<file path="src/rtl/mem_wb_writeback.sv">
// MEM/WB pipeline register with writeback mux and WB->EX forwarding flags.
// Optional retired-instruction counter enabled by defining WB_RETIRE_CNT_EN.
module mem_wb_writeback #(
   parameter int unsigned XLEN       = 64,
   parameter int unsigned REG_ADDR_W = 5
) (
   input  logic                  clk,
   input  logic                  rst_n,
   input  logic                  stall,
   input  logic                  flush,
   input  logic                  mem_valid,
   input  logic                  mem_RegWrite,
   input  logic                  mem_MemtoReg,
   input  logic [REG_ADDR_W-1:0] mem_rd,
   input  logic [XLEN-1:0]       mem_alu_result,
   input  logic [XLEN-1:0]       mem_read_data,
   input  logic [REG_ADDR_W-1:0] ex_rs1,
   input  logic [REG_ADDR_W-1:0] ex_rs2,
   output logic                  wb_valid,
   output logic                  RegWrite,
   output logic [REG_ADDR_W-1:0] addr,
   output logic [XLEN-1:0]       write_data,
   output logic                  fwd_a,
   output logic                  fwd_b,
   output logic [63:0]           retire_count
);

   logic                  r_valid;
   logic                  r_regwrite;
   logic                  r_memtoreg;
   logic [REG_ADDR_W-1:0] r_rd;
   logic [XLEN-1:0]       r_alu;
   logic [XLEN-1:0]       r_rdata;

   logic                  w_load_rw;
   logic                  w_regwrite;

   // Gating with mem_valid/mem_RegWrite keeps an undefined MemtoReg (stores, branches) out of the pipe.
   assign w_load_rw = mem_valid & mem_RegWrite;

   always_ff @(posedge clk or negedge rst_n) begin
      if (!rst_n) begin
         r_valid    <= 1'b0;
         r_regwrite <= 1'b0;
         r_memtoreg <= 1'b0;
         r_rd       <= '0;
         r_alu      <= '0;
         r_rdata    <= '0;
      end else if (flush) begin
         r_valid    <= 1'b0;
         r_regwrite <= 1'b0;
         r_memtoreg <= 1'b0;
         r_rd       <= '0;
         r_alu      <= '0;
         r_rdata    <= '0;
      end else if (!stall) begin
         r_valid    <= mem_valid;
         r_regwrite <= w_load_rw;
         r_memtoreg <= w_load_rw & mem_MemtoReg;
         r_rd       <= mem_rd;
         r_alu      <= mem_alu_result;
         r_rdata    <= mem_read_data;
      end
   end

   assign w_regwrite = r_valid & r_regwrite & (|r_rd);

   assign wb_valid   = r_valid;
   assign RegWrite   = w_regwrite;
   assign addr       = r_rd;
   assign write_data = r_memtoreg ? r_rdata : r_alu;
   assign fwd_a      = w_regwrite & (r_rd == ex_rs1);
   assign fwd_b      = w_regwrite & (r_rd == ex_rs2);

`ifdef WB_RETIRE_CNT_EN
   logic [63:0] r_retire_cnt;

   // An instruction leaves WB when the stage advances; a flush evicts it even under stall.
   always_ff @(posedge clk or negedge rst_n) begin
      if (!rst_n) begin
         r_retire_cnt <= '0;
      end else if (r_valid & (flush | ~stall)) begin
         r_retire_cnt <= r_retire_cnt + 64'd1;
      end
   end

   assign retire_count = r_retire_cnt;
`else
   assign retire_count = '0;
`endif

endmodule

</file>
<file path="config.mk">
export PLATFORM = sky130hd
export DESIGN_NAME = mem_wb_writeback
export DESIGN_NICKNAME = d
export VERILOG_FILES = /design/src/rtl/mem_wb_writeback.sv
export SDC_FILE = /design/constraint.sdc
export NUM_CORES = 1
export LEC_CHECK = 0
export CAP_MARGIN = 20
export CELL_PAD_IN_SITES_DETAIL_PLACEMENT = 0
export CELL_PAD_IN_SITES_GLOBAL_PLACEMENT = 1
export CORE_MARGIN = 5
export CORE_UTILIZATION = 29
export DETAILED_ROUTE_END_ITERATION = 12
export PLACE_DENSITY_LB_ADDON = 0.1
export SLEW_MARGIN = 20
export SYNTH_ARGS = -nofsm -noshare
export SYNTH_HDL_FRONTEND = slang
export SYNTH_SLANG_ARGS = --single-unit
</file>
<file path="constraint.sdc">
create_clock -name clk -period 1.5 [get_ports clk]
set_clock_uncertainty 0.15 [all_clocks]
set_input_delay 0.3 -clock clk [delete_from_list [all_inputs] [get_ports clk]]
set_output_delay 0.3 -clock clk [all_outputs]
set_load 0.02 [all_outputs]
</file>
==> flow_summary.rst <==
.. list-table::
   :header-rows: 1

   * - Metric
     - Value
   * - CTS tree
     - built
   * - Finish-stage setup viols
     - around 70
   * - Count of TritonRoute iterations in the first routing pass
     - 4
   * - Cell chosen for the clock root
     - sky130_fd_sc_hd__clkbuf_16
   * - Power Total
     - 0.00988 W
   * - Fraction of the mapped netlist area in adder cells
     - 0
   * - Total detailed-routing wirelength
     - 20.2 mm
   * - Clock transition at path regs
     - 0.06 ns
   * - Die Wd
     - 163 um
   * - Via count of the first global-routing pass
     - approximately 5500
   * - H-tree levels
     - 4
   * - Standard cell core area
     - between 0.02 and 0.025 mm^2
   * - Worst Setup Slack post-DPL
     - -0.799 ns
   * - Hold violation total from the final report
     - 0
   * - First-pass GRT wire length
     - 30.6 mm
   * - Fraction of the mapped netlist area in compound gates
     - 0.00330
   * - Port Buffer Count
     - between 200 and 250
   * - Fraction of the cycle the final worst path needs
     - 1.55
   * - Via density per instance
     - approximately 4.3
   * - Post-layout net count
     - between 1000 and 1500
   * - Starting utilization of the core area
     - 0.293
   * - Critical Path RT
     - between 1 and 1.5 ns
   * - Placed cell count
     - about 1100
   * - Most used cells in the layout excluding fill and tap cells
     - sky130_fd_sc_hd__clkdlybuf4s50_1, sky130_fd_sc_hd__mux2i_1, sky130_fd_sc_hd__nor2_1
   * - Element type at the critical path end
     - primary output
   * - Routed len/inst
     - approximately 17 um
   * - Via count
     - about 5000
   * - Number of nets with antenna violations after detailed routing
     - 0
   * - Diodes inserted
     - 0
   * - Result of the run
     - finished with violations
   * - Maximum vdd ir drop
     - approximately 0.66 mV
   * - Maximum achievable frequency
     - between 400 and 500 MHz
   * - DRC errors left
     - 0
   * - Power per cell area
     - 936 mW/mm^2
   * - Setup repair after global routing missed its margin
     - true
   * - Layout Utilization
     - 0.452
   * - Max clock buf depth
     - 2
   * - Leakage power
     - approximately 5.2 nW
   * - Number of I/O pins
     - ~290
   * - Maximum fanout count along the critical path
     - 3
   * - Count of mapped cells out of synthesis
     - between 500 and 600
   * - GPL Wtd Cong
     - 0.751
   * - Register bit total from synthesis
     - around 140
   * - Number of clock sinks
     - 136
   * - Portion of the post-synthesis area used by sequential elements
     - 0.499
   * - Count of synthesis-stage warnings from yosys
     - 0
   * - Final worst hold slack
     - between 0.1 and 0.15 ns
   * - DIE HEIGHT
     - 163 um
   * - Worst-Skew Late Latency
     - 0.41 ns
   * - Max-slew violation total from the final report
     - 0
   * - Critical path class
     - register to primary output
   * - Type of the most critical hold path
     - input pin to register
   * - Number of distinct library cell variants in the gate-level netlist after synthesis
     - 20
   * - Mean instance size in the synthesized netlist
     - about 11 um^2
   * - GRT Residual Overflow
     - 0
   * - GR Util All Layers
     - 0.147
   * - Violated checks
     - negative setup slack
   * - CTS buffer count
     - 17
   * - Maximum number of pins on one net before global-route repair
     - 47
   * - Floorplan die area
     - ~0.027 mm^2
   * - Number of maximum-capacitance constraint violations
     - 0
   * - Synth Area in XOR/XNOR
     - 0.0128
   * - Final Non-Filler Cells
     - about 1200
   * - Dpl hpwl
     - approximately 14 mm
   * - Signed area change from the synthesized netlist to the final layout
     - 54.6%
   * - Post-synthesis instance area
     - roughly 0.0068 mm^2
   * - Mux contribution to synthesized area
     - 0.302
   * - Site row count
     - 56
   * - Largest family of logic cells by synthesized area
     - multiplexers
   * - Iteration-0 DRC Markers
     - between 150 and 200
   * - Most common cell after layout, fill and taps aside
     - sky130_fd_sc_hd__clkdlybuf4s50_1
   * - Basic-gate share of the synthesized area counting and, or, nand and nor cells
     - 0.0816
   * - Arrival time worst endpoint
     - about 1.9 ns
   * - Share of post-route cells with drive strength above 1
     - 0.284
   * - Min setup slack post-route
     - -0.823 ns
   * - Antenna violations before repair
     - 0
   * - Nature of the critical path startpoint
     - register
   * - Min cycle time layout
     - ~2.3 ns
routing by layer:
layer | GRT usage | vias up | routed length (um)
met4 | 0.0400 | 0 | 216
met3 | 0.0464 | 17 | 1550
met5 | 0 | - | 0
met2 | 0.238 | 180 | 9500
li1 | - | 2414 | -
met1 | 0.192 | 2503 | 8960
logic make-up (layout without fill, tap and decap cells):
logic type | Yosys count | in the layout
mux | 198 | 198
simple gates | 143 | 143
flops | 136 | 136
buf+inv | 103 | 326
xor+xnor | 10 | 10
compound gates | 3 | 3
other cells | 1 | 64
report_power, final:
| group | total [W] | switching [W] | leakage (nW) | internal, W |
|---|---|---|---|---|
| Combinational | 0.00194 | 0.000919 | 3.16 | 0.00102 |
| Clock | 0.00395 | 0.00152 | 0.266 | 0.00242 |
| Sequential | 0.00399 | 0.000113 | 1.80 | 0.00388 |
| Total | 0.00988 | 0.00256 | 5.22 | 0.00732 |
cell usage after synthesis:
cell	number	area, um^2
sky130_fd_sc_hd__xnor2_1	6	52.6
sky130_fd_sc_hd__or4_1	1	7.51
sky130_fd_sc_hd__o211ai_2	1	12.5
sky130_fd_sc_hd__buf_4	77	578
sky130_fd_sc_hd__mux2_2	64	721
sky130_fd_sc_hd__nor2_1	134	503
sky130_fd_sc_hd__nand2_1	2	7.51
sky130_fd_sc_hd__nor4_1	2	12.5
sky130_fd_sc_hd__conb_1	1	3.75
sky130_fd_sc_hd__inv_1	1	3.75
sky130_fd_sc_hd__dfrtp_1	136	3400
sky130_fd_sc_hd__mux2i_1	134	1340
sky130_fd_sc_hd__buf_2	11	55.1
sky130_fd_sc_hd__buf_1	4	15.0
sky130_fd_sc_hd__xor2_1	4	35.0
sky130_fd_sc_hd__a21oi_1	2	10.0
sky130_fd_sc_hd__clkbuf_1	10	37.5
sky130_fd_sc_hd__nand3_1	2	10.0
sky130_fd_sc_hd__nand4b_1	1	8.76
sky130_fd_sc_hd__nand3b_1	1	7.51
sequential cells by signal (all words and copies together) (netlist names):
signal	cells
r_alu	64
r_rdata	64
addr	5
r_memtoreg	1
r_regwrite	1
wb_valid	1
cell type report:
type                    count  area, um^2
fillers                  2243       12800
multi-input cells         418        3110
flip-flops and latches    136        3410
clock inverters             7        71.3
clock buffers              22         484
repair buffers            296        3080
inverters                   1        3.75
well taps                 319         399
final timing paths:
path	cells past startpoint	slack (ns)	start	to
min in group asynchronous	2	0.17	rst_n	addr[3]
min reg2reg	2	0.37	r_rdata[56]	r_rdata[56]
max reg2reg	4	0.39	wb_valid	wb_valid
max in group asynchronous	3	0.45	rst_n	r_rdata[24]
max	5	-0.82	addr[2]	fwd_b
min	2	0.12	flush	r_rdata[23]
timing repair:
| item | in CTS | in global routing |
|---|---|---|
| endpoints found under the hold margin | 136 | 0 |
| buffers inserted | 15 | 22 |
| endpoints found under the setup margin | 73 | 72 |
| gates resized for setup | 254 | 207 |
| pin swaps | 3 | 1 |
| hold buffers | 1 | 0 |
| cloned | 3 | 2 |
through the flow:
step	cell area, um^2	TNS, ns
global route	10600	-45.99
global placement	9470	-35.27
CTS	10100	-47.90
detailed placement	9470	-35.08
floorplan	7100	-0.872
finish	10600	-42.33
critical path: stages (launching register included):
cell and delay [ns]:
sky130_fd_sc_hd__dfrtp_2 0.40, sky130_fd_sc_hd__or4_4 0.54, sky130_fd_sc_hd__o211ai_4 0.20, sky130_fd_sc_hd__buf_4 0.14
sky130_fd_sc_hd__nor4_2 0.03, sky130_fd_sc_hd__buf_4 0.16
Power figures use the tool's default switching activity.
